File: config.mk
export PLATFORM = sky130hd
export DESIGN_NAME = coef_fetch_ctrl
export DESIGN_NICKNAME = d
export VERILOG_FILES = /design/src/rtl/coef_fetch_ctrl_pkg.sv /design/src/rtl/coef_vec_capture.sv /design/src/rtl/coef_fetch_ctrl.sv
export SDC_FILE = /design/constraint.sdc
export NUM_CORES = 1
export LEC_CHECK = 0
export CAP_MARGIN = 5
export CORE_AREA = 2 2 97 99
export DETAILED_ROUTE_END_ITERATION = 12
export DIE_AREA = 0 0 99 101
export PLACE_DENSITY = 0.9
export SYNTH_ARGS = -nofsm -noshare
export SYNTH_HDL_FRONTEND = slang
export SYNTH_HIERARCHICAL = 1
export SYNTH_SLANG_ARGS = --single-unit
File: constraint.sdc
create_clock -name clk -period 4.9 [get_ports clk]
set_clock_uncertainty 0.15 [all_clocks]
set_input_delay 0.98 -clock clk [delete_from_list [all_inputs] [get_ports clk]]
set_output_delay 0.98 -clock clk [all_outputs]
set_load 0.01 [all_outputs]
File: src/rtl/coef_fetch_ctrl_pkg.sv
// rtl/coef_fetch_ctrl_pkg.sv - shared coefficient-fetch parameters, state encoding and row helper
package coef_fetch_ctrl_pkg;

    localparam int CF_WIDTH    = 5;
    localparam int CF_COLL     = 8;
    localparam int CF_N_CAND   = 16;
    localparam int CF_BASE_ROW = 3;
    localparam int CF_DEPTH    = 37;

    typedef enum logic [2:0] {
        ST_IDLE    = 3'd0,
        ST_FETCH   = 3'd1,
        ST_DRAIN   = 3'd2,
        ST_PRESENT = 3'd3,
        ST_FINISH  = 3'd4
    } state_t;

    // Each candidate owns two consecutive rows: real half first, imaginary half second.
    function automatic int beat_row(input int base_row, input int idx, input int beat, input int coll);
        return base_row + 2 * idx + ((beat >= coll) ? 1 : 0);
    endfunction

endpackage

File: src/rtl/coef_vec_capture.sv
// rtl/coef_vec_capture.sv - beat-indexed capture of ROM words into the real/imag candidate vectors
module coef_vec_capture
    import coef_fetch_ctrl_pkg::*;
#(
    parameter int WIDTH = CF_WIDTH,
    parameter int COLL  = CF_COLL,
    parameter int BW    = $clog2(2 * CF_COLL)
) (
    input  logic                   clk,
    input  logic                   rst_n,
    input  logic                   beat_valid,
    input  logic [BW-1:0]          beat,
    input  logic [WIDTH-1:0]       rom_data,
    output logic [WIDTH*COLL-1:0]  cand_re,
    output logic [WIDTH*COLL-1:0]  cand_im
);

    localparam int CW = $clog2(COLL);

    logic                  cap_en_q,   cap_en_d;
    logic [BW-1:0]         cap_beat_q, cap_beat_d;
    logic [WIDTH*COLL-1:0] re_q, re_d;
    logic [WIDTH*COLL-1:0] im_q, im_d;

    // The ROM answers one cycle after the address, so the beat tag is delayed to match.
    always_comb begin
        cap_en_d   = beat_valid;
        cap_beat_d = beat;
        re_d       = re_q;
        im_d       = im_q;
        if (cap_en_q) begin
            if (int'(cap_beat_q) >= COLL) begin
                im_d[WIDTH*int'(cap_beat_q[CW-1:0]) +: WIDTH] = rom_data;
            end else begin
                re_d[WIDTH*int'(cap_beat_q[CW-1:0]) +: WIDTH] = rom_data;
            end
        end
    end

    always_ff @(posedge clk or negedge rst_n) begin
        if (!rst_n) begin
            cap_en_q   <= 1'b0;
            cap_beat_q <= '0;
            re_q       <= '0;
            im_q       <= '0;
        end else begin
            cap_en_q   <= cap_en_d;
            cap_beat_q <= cap_beat_d;
            re_q       <= re_d;
            im_q       <= im_d;
        end
    end

    assign cand_re = re_q;
    assign cand_im = im_q;

endmodule

File: src/rtl/coef_fetch_ctrl.sv
// rtl/coef_fetch_ctrl.sv - sequences ROM fetches of all candidate symbols and hands them to a consumer
module coef_fetch_ctrl
    import coef_fetch_ctrl_pkg::*;
#(
    parameter int WIDTH    = CF_WIDTH,
    parameter int COLL     = CF_COLL,
    parameter int N_CAND   = CF_N_CAND,
    parameter int BASE_ROW = CF_BASE_ROW,
    parameter int DEPTH    = CF_DEPTH
) (
    input  logic                        clk,
    input  logic                        rst_n,
    input  logic                        start,
    input  logic                        abort,
    output logic [$clog2(DEPTH)-1:0]    rom_row,
    output logic [$clog2(COLL)-1:0]     rom_col,
    input  logic [WIDTH-1:0]            rom_data,
    output logic [WIDTH*COLL-1:0]       cand_re,
    output logic [WIDTH*COLL-1:0]       cand_im,
    output logic [$clog2(N_CAND)-1:0]   cand_idx,
    output logic                        out_valid,
    input  logic                        out_ready,
    output logic                        busy,
    output logic                        done
);

    localparam int RW        = $clog2(DEPTH);
    localparam int CW        = $clog2(COLL);
    localparam int IW        = $clog2(N_CAND);
    localparam int BW        = $clog2(2 * COLL);
    localparam int LAST_BEAT = 2 * COLL - 1;

    state_t          state_q,     state_d;
    logic [BW-1:0]   beat_q,      beat_d;
    logic [RW-1:0]   rom_row_q,   rom_row_d;
    logic [CW-1:0]   rom_col_q,   rom_col_d;
    logic [IW-1:0]   cand_idx_q,  cand_idx_d;
    logic            out_valid_q, out_valid_d;
    logic            busy_q,      busy_d;
    logic            done_q,      done_d;

    function automatic logic [RW-1:0] row_addr(input logic [IW-1:0] idx, input logic [BW-1:0] beat);
        return RW'(beat_row(BASE_ROW, int'(idx), int'(beat), COLL));
    endfunction

    always_comb begin
        state_d     = state_q;
        beat_d      = beat_q;
        rom_row_d   = rom_row_q;
        rom_col_d   = rom_col_q;
        cand_idx_d  = cand_idx_q;
        out_valid_d = out_valid_q;
        busy_d      = busy_q;
        done_d      = 1'b0;
        case (state_q)
            ST_IDLE: begin
                if (start) begin
                    state_d    = ST_FETCH;
                    beat_d     = '0;
                    cand_idx_d = '0;
                    rom_row_d  = row_addr('0, '0);
                    rom_col_d  = '0;
                    busy_d     = 1'b1;
                end
            end
            ST_FETCH: begin
                if (beat_q == BW'(LAST_BEAT)) begin
                    state_d = ST_DRAIN;
                end else begin
                    beat_d    = beat_q + BW'(1);
                    rom_row_d = row_addr(cand_idx_q, beat_d);
                    rom_col_d = beat_d[CW-1:0];
                end
            end
            ST_DRAIN: begin
                state_d     = ST_PRESENT;
                out_valid_d = 1'b1;
            end
            ST_PRESENT: begin
                if (out_ready) begin
                    out_valid_d = 1'b0;
                    if (cand_idx_q == IW'(N_CAND - 1)) begin
                        state_d = ST_FINISH;
                        done_d  = 1'b1;
                        busy_d  = 1'b0;
                    end else begin
                        state_d    = ST_FETCH;
                        cand_idx_d = cand_idx_q + IW'(1);
                        beat_d     = '0;
                        rom_row_d  = row_addr(cand_idx_d, '0);
                        rom_col_d  = '0;
                    end
                end
            end
            ST_FINISH: begin
                state_d = ST_IDLE;
            end
            default: begin
                state_d = ST_IDLE;
            end
        endcase
        // Abort wins over everything, including a handshake in the same cycle.
        if (abort && (state_q != ST_IDLE)) begin
            state_d     = ST_IDLE;
            out_valid_d = 1'b0;
            busy_d      = 1'b0;
            done_d      = 1'b0;
        end
    end

    always_ff @(posedge clk or negedge rst_n) begin
        if (!rst_n) begin
            state_q     <= ST_IDLE;
            beat_q      <= '0;
            rom_row_q   <= '0;
            rom_col_q   <= '0;
            cand_idx_q  <= '0;
            out_valid_q <= 1'b0;
            busy_q      <= 1'b0;
            done_q      <= 1'b0;
        end else begin
            state_q     <= state_d;
            beat_q      <= beat_d;
            rom_row_q   <= rom_row_d;
            rom_col_q   <= rom_col_d;
            cand_idx_q  <= cand_idx_d;
            out_valid_q <= out_valid_d;
            busy_q      <= busy_d;
            done_q      <= done_d;
        end
    end

    coef_vec_capture #(
        .WIDTH (WIDTH),
        .COLL  (COLL),
        .BW    (BW)
    ) u_capture (
        .clk        (clk),
        .rst_n      (rst_n),
        .beat_valid (state_q == ST_FETCH),
        .beat       (beat_q),
        .rom_data   (rom_data),
        .cand_re    (cand_re),
        .cand_im    (cand_im)
    );

    assign rom_row   = rom_row_q;
    assign rom_col   = rom_col_q;
    assign cand_idx  = cand_idx_q;
    assign out_valid = out_valid_q;
    assign busy      = busy_q;
    assign done      = done_q;

endmodule

# Yosys cells after proc, flatten, opt, wreduce, memory -nomap -nowiden

Cells that the tools add are included.

$add $sub $neg: 6
$mul: 1
Divide/modulo/power cells: 0
Magnitude comparators: 2
Eq/ne operators: 13
Shifts and indexed selects: 2
Multiplexer cells: 39
Bitwise operators: 1
Reduce and logical (&&, ||, !) cells: 14

Operators by type and width:

| kind                                                                     | count |
|---|---|
| 40-bit bitwise mux                                                       | 2 |
| 5-bit by 33-bit variable shift with 40-bit output (first input constant) | 1 |
| 5-bit by 33-bit indexed part select with 40-bit output                   | 1 |
| 6-bit negator with 33-bit output                                         | 1 |
| 3-bit two-way mux                                                        | 9 |
| 4-bit two-way mux                                                        | 6 |
| 6-bit two-way mux                                                        | 4 |
| 6-bit one-hot mux with 3 select lines                                    | 1 |
| 2-bit by 5-bit adder with 6-bit output (first input constant)            | 2 |
| 3-bit != test (second input constant)                                    | 4 |
| 3-bit one-hot mux with 4 select lines                                    | 1 |
| 4-bit one-hot mux with 3 select lines                                    | 1 |
| 3-bit nonzero test                                                       | 4 |
| 1-bit two-way mux                                                        | 11 |
| 3-bit one-hot mux with 3 select lines                                    | 1 |
| 4-bit by 1-bit adder with 4-bit output (second input constant)           | 2 |
| 4-bit == test (second input constant)                                    | 2 |
| 4-bit >= comparator (second input constant)                              | 2 |
| 2-bit != test (second input constant)                                    | 4 |
| 4-bit one-hot mux with 2 select lines                                    | 1 |
| 4-bit AND reduction                                                      | 2 |
| 6-bit by 1-bit adder with 6-bit output                                   | 1 |
| 3-bit by 2-bit == test with 1-bit output (second input constant)         | 2 |
| 3-bit by 3-bit multiplier with 6-bit output (first input constant)       | 1 |
| other kinds (9)                                                          | 12 |

Flip-flop bits (word level): 108
Latch bits: 0
RAM bits: 0
Bits in read-only memories: 0
Input bits: 10
Output and inout bits: 96
Word-level logic and storage cells: 90
Memories kept: 0

# Depth between registers and ports, before layout

Gate-level depths: netlist of the first run.

Depth in word-level cells: 6
Depth in mapped cells: 8

# By module

The synthesis of the first run kept the hierarchy.

Modules (own cells, without submodules):

| module           | times used | cells an instance | area each (µm²) | seq. area each (µm²) |
|---|---|---|---|---|
| coef_vec_capture | 1          | 213               | 3,425.8         | 2,127.0 |
| coef_fetch_ctrl  | 1          | 140               | 1,273.7         | 500.5 |

# Worst setup path after synthesis of the first run

OpenSTA, ideal clock, no wires.

Path type: reg-to-reg
Start point: register u_capture.cap_beat_q[0]
End point: register u_capture.im_q[10], in the netlist u_capture/cand_im[10]
Library setup time: 125 ps
Data arrival time: 2,243 ps
Data required time: 4,625 ps
Setup slack: 2,382 ps
Cell stages (with the launch flop): 7
Clock period less this slack: 2,518 ps
Path through: dfrtp_1 > clkbuf_1 > inv_1 > ha_1 > nand2b_1 > nor4_4 > mux2_2

Cells in the longest elaborated chain, start to end: 4
Elaborated cells between the ends (all ways): 7

Ends and longest elaborated chain:

| element                                                                                                                     | line                   | source |
|---|---|---|
| from (decl)                                                                                                                 | coef_vec_capture.sv:21 | `logic [BW-1:0] cap_beat_q, cap_beat_d;` |
| from (signal assigned)                                                                                                      | coef_vec_capture.sv:48 | `cap_beat_q <= cap_beat_d;` |
| 3-bit by 3-bit multiplier with 6-bit output                                                                                 | coef_vec_capture.sv:33 | `im_d[WIDTH*int'(cap_beat_q[CW-1:0]) +: WIDTH] = rom_data;` |
| 6-bit negator with 33-bit output                                                                                            | coef_vec_capture.sv:33 |  |
| 5-bit by 33-bit indexed part select with 40-bit output or 5-bit by 33-bit variable shift with 40-bit output (tied branches) | coef_vec_capture.sv:33 |  |
| 40-bit bitwise mux                                                                                                          | coef_vec_capture.sv:33 |  |
| to (signal assigned)                                                                                                        | coef_vec_capture.sv:50 | `im_q <= im_d;` |
| to (decl)                                                                                                                   | coef_vec_capture.sv:23 | `logic [WIDTH*COLL-1:0] im_q, im_d;` |

Several ways; a longest one is shown, not always the timed one.
A chain may end at the register's enable or synchronous reset.

# Worst setup path after layout of the first run

Start point: register u_capture.cap_beat_q[0]
End point: register u_capture.re_q[13], in the netlist u_capture/cand_re[13]

Cells in the longest elaborated chain, start to end: 4
Elaborated cells between the ends (all ways): 8

Ends and longest elaborated chain:

| element                                                                                                                     | line                   | source |
|---|---|---|
| 3-bit by 3-bit multiplier with 6-bit output                                                                                 | coef_vec_capture.sv:35 | `re_d[WIDTH*int'(cap_beat_q[CW-1:0]) +: WIDTH] = rom_data;` |
| 6-bit negator with 33-bit output                                                                                            | coef_vec_capture.sv:35 |  |
| 5-bit by 33-bit indexed part select with 40-bit output or 5-bit by 33-bit variable shift with 40-bit output (tied branches) | coef_vec_capture.sv:35 |  |
| 40-bit bitwise mux                                                                                                          | coef_vec_capture.sv:35 |  |
| to (signal assigned)                                                                                                        | coef_vec_capture.sv:49 | `re_q <= re_d;` |
| to (decl)                                                                                                                   | coef_vec_capture.sv:22 | `logic [WIDTH*COLL-1:0] re_q, re_d;` |

Several ways; a longest one is shown, not always the timed one.

==> run summary, run 1 <==
status = complete, no violations
Switching Fraction = 35.11%
fin nets = 471
IO buf count = 105
syn_area_per_cell = 13.31 µm²
core box area = 0.008977 mm²
Clock H-tree levels = 3
DP HPWL = 7625 µm
reported net switching power = 0.001043 W
Final min period = 2663 ps
CP Max Fanout = 13
worst setup path category = flip-flop to flip-flop
worst hold slack = 361.3 ps
Cell Area, Synth = 0.004700 mm²
n_diodes = 0
Worst Hold Launch = rom_row[5]
slew margin rel. = 40.76%
Comb pwr share = 38.1%
TritonCTS Buffers = 9
Async SR Flop Fraction = 100.0%
# Post-CTS Setup Buffers = 0
Starting Density = 52.35%
max frequency = 375.5 MHz
Die X = 99 µm
layout cell share with drive strength beyond 1 = 24.78%
R2R Path End = u_capture/cand_re[13]
I/O pins = 106
final WL = 10440 µm
Hold Path Cell Cnt = 2
number of core rows = 35
root buf cell = clkbuf_8
most frequent cells in the layout = dfrtp_1, clkdlybuf4s50_1, mux2_2, nand2_1, o21ai_0
YS warnings = 6
Slew @ Worst Pin = 888.6 ps
Reg clk slew, reported paths = 110 ps
global-route wire length before repair = 16910 µm
Worst Path Required = 5000 ps
sequential share of power = 42.9%
post-synthesis sequential area ratio = 55.91%
GR Util met1 = 27.64%
aggregate global-route resource usage = 21.62%
Syn Nets = 369
largest net degree at the start of global routing = 74
final hold vios = 0
Post-synth top flop = dfrtp_1
Post-synth EDFFs = 0
gr busiest metal = met2
Placer Congestion = 0.8234
reg-to-reg startpoint = u_capture/cap_beat_q[0]
PostCTS Resize Cnt = 0
die height = 101 µm
vias in the first global route = 3275
static leakage = 2.690 nW
Fillers = 667
# DRC = 0
synthesized flop and latch total = 105
Final setup viols = 0
initial antenna violation count = 0
Clk pwr share = 18.9%
number of DRC markers in iteration 0 = 94
First-pass DRT Iterations = 4
Final Max Slew Viols = 0
Setup crit start kind = flip-flop
fin util = 67.18%
Placed Area = 0.005818 mm²
Hold Path Class = flip-flop to flip-flop
GRT overflow = 0
Internal Power = 0.001927 W
synth-to-layout area growth = 28.33%
max-cap check violation count = 0
Setup crit end kind = flip-flop
full die area = 0.009999 mm²
Distinct cells, synth = 54
Peak supply drop = 0.2881 mV
DR WL/cell = 18.29 µm
grt met2 use = 37.11%
commonest non-fill, non-tap cell in the layout = dfrtp_1
cts hold-fix bufs = 0
vias per cell = 5.629
TritonCTS clock tree = done
met3 GRT Util = 4.300%
via count = 3214
design area = 0.006031 mm²
r2r setup slk = 2240 ps
depth of the most critical reg-to-reg path = 5
period utilization = 54.34%
Final ANT Viol Nets = 0
RSZ-0062 raised after global routing = no
Worst Path Arrival = 2760 ps
final setup TNS = 0 ps
PwrDens = 492.5 mW/mm²
Synth Instances = 353
Hold EP = rom_row[5]
Worst-Skew Late Latency = 370 ps
clock buffer depth = 2
Sink Count = 105
## worst max-delay path by stage
| stage | from | endpoint | slack, ps | depth (start not counted) |
|---|---|---|---|---|
| 2_1_floorplan | u_capture/cap_beat_q[0] | u_capture/cand_im[10] | 2380 | 6 |
| 3_3_place_gp | out_ready | rom_row[1] | 2260 | 5 |
| 3_5_place_dp | out_ready | rom_row[1] | 2190 | 5 |
| 4_1_cts | u_capture/cap_beat_q[0] | u_capture/cand_im[23] | 2240 | 5 |
| 5_1_grt | u_capture/cap_beat_q[0] | u_capture/cand_im[32] | 2120 | 5 |
| 6_report | u_capture/cap_beat_q[0] | u_capture/cand_re[13] | 2240 | 5 |
## critical path, cell delays in order, from the launching register on
cell and delay (ps):
dfrtp_1 620, inv_1 100, ha_1 530, nand2b_1 300, nor4_4 450, mux2_2 390
## layout make-up
class                      count  area [µm²]  area share (%)
tap                          111       138.9           2.303
sequential                   105        2628           43.57
multi-input combinational    224        1962           32.53
inverter                       9       33.78          0.5602
timing repair buffer         106        1056           17.51
clock buffer                  11       151.4           2.510
clock inverter                 5       61.31           1.017
## power by group through the flow
stage	sequential (W)	clock [W]	combinational (W)
6_report	0.00127	0.000563	0.00113
4_1_cts	0.00127	0.000571	0.00114
3_3_place_gp	0.00128	0	0.00110
3_5_place_dp	0.00129	0	0.00114
5_1_grt	0.00131	0.000607	0.00122
2_1_floorplan	0.00130	0	0.000585
## synthesized netlist by cell type (all sizes together) (2+ instances only)
master | count | area share (%)
mux2 | 81 | 19
nand2 | 16 | 1.3
a2111oi | 2 | 1.2
a21oi | 5 | 0.53
a31oi | 2 | 0.27
nand4 | 6 | 0.80
inv | 9 | 0.72
dfrtp | 105 | 56
xor2 | 4 | 0.91
a21o | 2 | 0.32
nand2b | 3 | 0.40
xnor2 | 3 | 0.56
nor4 | 7 | 2.2
a22o | 2 | 0.37
o311ai | 2 | 0.75
and2 | 6 | 0.80
nand3 | 11 | 1.4
nor3 | 4 | 0.53
nor2 | 13 | 1.0
nand4b | 2 | 0.37
a41oi | 2 | 0.37
buf | 10 | 1.2
o21ai | 15 | 1.6
o32ai | 2 | 0.37
nor2b | 2 | 0.27
clkbuf | 5 | 0.40
o31ai | 3 | 0.59
ha | 6 | 1.6
and3 | 7 | 0.96
## sequential cells by signal, indices dropped and copies added, names as in the netlist
| signal | count |
|---|---|
| state_q | 3 |
| u_capture/cap_beat_q | 4 |
| u_capture/cand_re | 40 |
| out_valid | 1 |
| rom_row | 6 |
| beat_q | 4 |
| u_capture/cand_im | 40 |
| done | 1 |
| u_capture/cap_en_q | 1 |
| busy | 1 |
| cand_idx | 4 |
## metrics by stage
step | power, W | std cells | setup slack (ps)
after global routing | 0.003136 | 571 | 2117
after detailed placement | 0.002424 | 555 | 2187
after floorplan | 0.001884 | 353 | 2382
after CTS | 0.002984 | 571 | 2241
final | 0.002970 | 571 | 2237
after global placement | 0.002375 | 555 | 2265
## metal layers
| metal | vias to the layer above | share of wire, % |
|---|---|---|
| met4 | 0 | 1.3 |
| met1 | 1614 | 42 |
| met2 | 101 | 52 |
| met3 | 12 | 5.2 |
| met5 | - | 0 |
| li1 | 1487 | - |
## cell families (layout without fill, tap and decap cells)
group           after synthesis  after routing  share of synthesized area (%)
flops                       105            105                          55.91
xor+xnor                      7              7                          1.465
mux                          82             82                          19.62
compound gates               46             46                          7.987
fa+ha+maj                     6              6                          1.597
simple gates                 83             83                          11.08
buf+inv                      24            131                          2.343
Note: power is estimated with default switching activity, not from simulation.
==> run 2: changes to the inputs <==
CORE_AREA = 2 2 106 108   (was 2 2 97 99)
DIE_AREA = 0 0 108 110   (was 0 0 99 101)
PLACE_DENSITY = 0.81   (was 0.9)
clock period = 2.17 ns   (was 4.9 ns; I/O delays follow)
==> run 2 against run 1 <==
  * First-iteration DRC count is 21% higher
  * Setup slack worse by 2200 ps
  * Maximum frequency is 24% higher
  * Core utilization is 7.8 points lower
  * Non-clock buffer count is 30 higher
  * Sequential share of layout area is 2.2 points lower
  * Clock power is 120% higher
  * Combinational power grew to 2.6 times the previous value
  * Global-route usage is 2.5 points lower
  * Highest routed layer unchanged
==> run summary, run 2 (synthesis gave the netlist of run 1 again) <==
status = complete, no violations (unchanged)
DR WL/cell = 17.35 µm (was 18.29 µm)
initial antenna violation count = 0 (unchanged)
Final setup viols = 0 (unchanged)
Final Max Slew Viols = 0 (unchanged)
Clock H-tree levels = 3 (unchanged)
max frequency = 466.7 MHz (was 375.5 MHz)
Final ANT Viol Nets = 0 (unchanged)
Final min period = 2143 ps (was 2663 ps)
Tot Pwr = 0.006965 W (was 0.002970 W)
vias in the first global route = 3372 (was 3275)
worst setup margin = 27.26 ps (was 2237 ps)
Worst Path Arrival = 2250 ps (was 2760 ps)
number of DRC markers in iteration 0 = 114 (was 94)
GRT overflow = 0 (unchanged)
CP Cell Sequence = inv_4, ha_4, or3b_4, a2111oi_4, buf_4, mux2_2 (was inv_1, ha_1, nand2b_1, nor4_4, mux2_2)
root buf cell = clkbuf_8 (unchanged)
global-route wire length before repair = 17440 µm (was 16910 µm)
slew margin rel. = 52.75% (was 40.76%)
CP Max Fanout = 6 (was 13)
core box area = 0.01070 mm² (was 0.008977 mm²)
slowest CP cell = or3b_4 (was dfrtp_1)
final hold vios = 0 (unchanged)
TritonCTS Buffers = 9 (unchanged)
aggregate global-route resource usage = 19.08% (was 21.62%)
Die X = 108 µm (was 99 µm)
most frequent cells in the layout = dfrtp_1, clkdlybuf4s50_1, mux2_2, buf_4, nand2_1 (was dfrtp_1, clkdlybuf4s50_1, mux2_2, nand2_1, o21ai_0)
max-cap check violation count = 0 (unchanged)
Setup crit end kind = flip-flop (unchanged)
slowest stage delay, CP = 410 ps (was 620 ps)
synth-to-layout area growth = 35.20% (was 28.33%)
number of core rows = 38 (was 35)
Worst-Skew Late Latency = 360 ps (was 370 ps)
clock buffer depth = 2 (unchanged)
pre-CTS setup slack = -62.85 ps (was 2187 ps)
final WL = 10930 µm (was 10440 µm)
Placer Congestion = 0.8743 (was 0.8234)
largest net degree at the start of global routing = 106 (was 74)
Slew @ Worst Pin = 706.1 ps (was 888.6 ps)
RSZ-0062 raised after global routing = yes (was no)
Hold Path Class = flip-flop to flip-flop (unchanged)
Setup crit start kind = flip-flop (unchanged)
full die area = 0.01188 mm² (was 0.009999 mm²)
Peak supply drop = 0.5823 mV (was 0.2881 mV)
Sink Count = 105 (unchanged)
Worst Path Buf+Inv = 2 (was 1)
fin nets = 501 (was 471)
CP top delay family = simple AND/OR/NAND/NOR gates (unchanged)
# DRC = 0 (unchanged)
IO buf count = 105 (unchanged)
PwrDens = 1096 mW/mm² (was 492.5 mW/mm²)
via count = 3350 (was 3214)
static leakage = 2.856 nW (was 2.690 nW)
die height = 110 µm (was 101 µm)
period utilization = 98.74% (was 54.34%)
I/O pins = 106 (unchanged)
worst setup path category = flip-flop to flip-flop (unchanged)
Starting Density = 43.93% (was 52.35%)
DP HPWL = 8146 µm (was 7625 µm)
TritonCTS clock tree = done (unchanged)
Worst Path Required = 2280 ps (was 5000 ps)
n_diodes = 0 (unchanged)
vias per cell = 5.317 (was 5.629)
commonest non-fill, non-tap cell in the layout = dfrtp_1 (unchanged)
worst hold slack = 357.9 ps (was 361.3 ps)
Reg clk slew, reported paths = 110 ps (about the same)
First-pass DRT Iterations = 4 (unchanged)
layout cell share with drive strength beyond 1 = 30.00% (was 24.78%)
## run 2: tightest hold or removal path: stages (launching register included)
cell and delay, ps:
dfrtp_1 360, nand2_1 60, o31ai_2 50
## run 2: report_power, final
part / switching (W) / internal (W)
Clock: 0.000668 / 0.000550
Combinational: 0.00138 / 0.00155
Sequential: 0.000394 / 0.00242
Total: 0.00244 / 0.00452
## run 2: path summary, 6_finish.rpt
kind,start,endpoint,slack (ps),cells past startpoint
max reg2reg,u_capture/cap_beat_q[0],u_capture/cand_im[23],30,6
min,rom_row[4],rom_row[4],360,2
min reg2reg,rom_row[4],rom_row[4],360,2
max in group asynchronous,rst_n,u_capture/cand_re[35],910,3
max,u_capture/cap_beat_q[0],u_capture/cand_im[23],30,6
min in group asynchronous,rst_n,u_capture/cand_re[21],490,3
## run 2: timing repair
action,CTS,global route
gates resized for setup,1,3
endpoints found under the setup margin,11,34
hold buffers,1,0
setup buffers,1,1
hold endpoints to repair,21,0
pin swaps,1,0
## run 2: stage by stage
step	setup TNS (ps)	instance area (µm²)	utilization, %	cells
after CTS	0	6331	59.18	629
final	0	6354	59.39	630
after floorplan	-923.8	4742	-	353
after global routing	-70.30	6354	59.39	630
after global placement	0	6102	57.04	611
after detailed placement	-209.3	6102	57.04	611
## run 2: final cells by class
type / instances / area [µm²]
fillers: 863 / 4344
flip-flops and latches: 105 / 2628
multi-input cells: 224 / 2014
repair buffers: 136 / 1296
well taps: 140 / 175.2
clock buffers: 10 / 127.6
clock inverters: 6 / 76.32
inverters: 9 / 36.28
## run 2: metal layers
metal	vias to the layer above	wire [µm]	GRT usage [%]
li1	1558	-	-
met1	1668	4593	23.99
met2	107	5703	33.51
met3	17	424	2.822
met4	0	208	7.234
met5	-	0	0
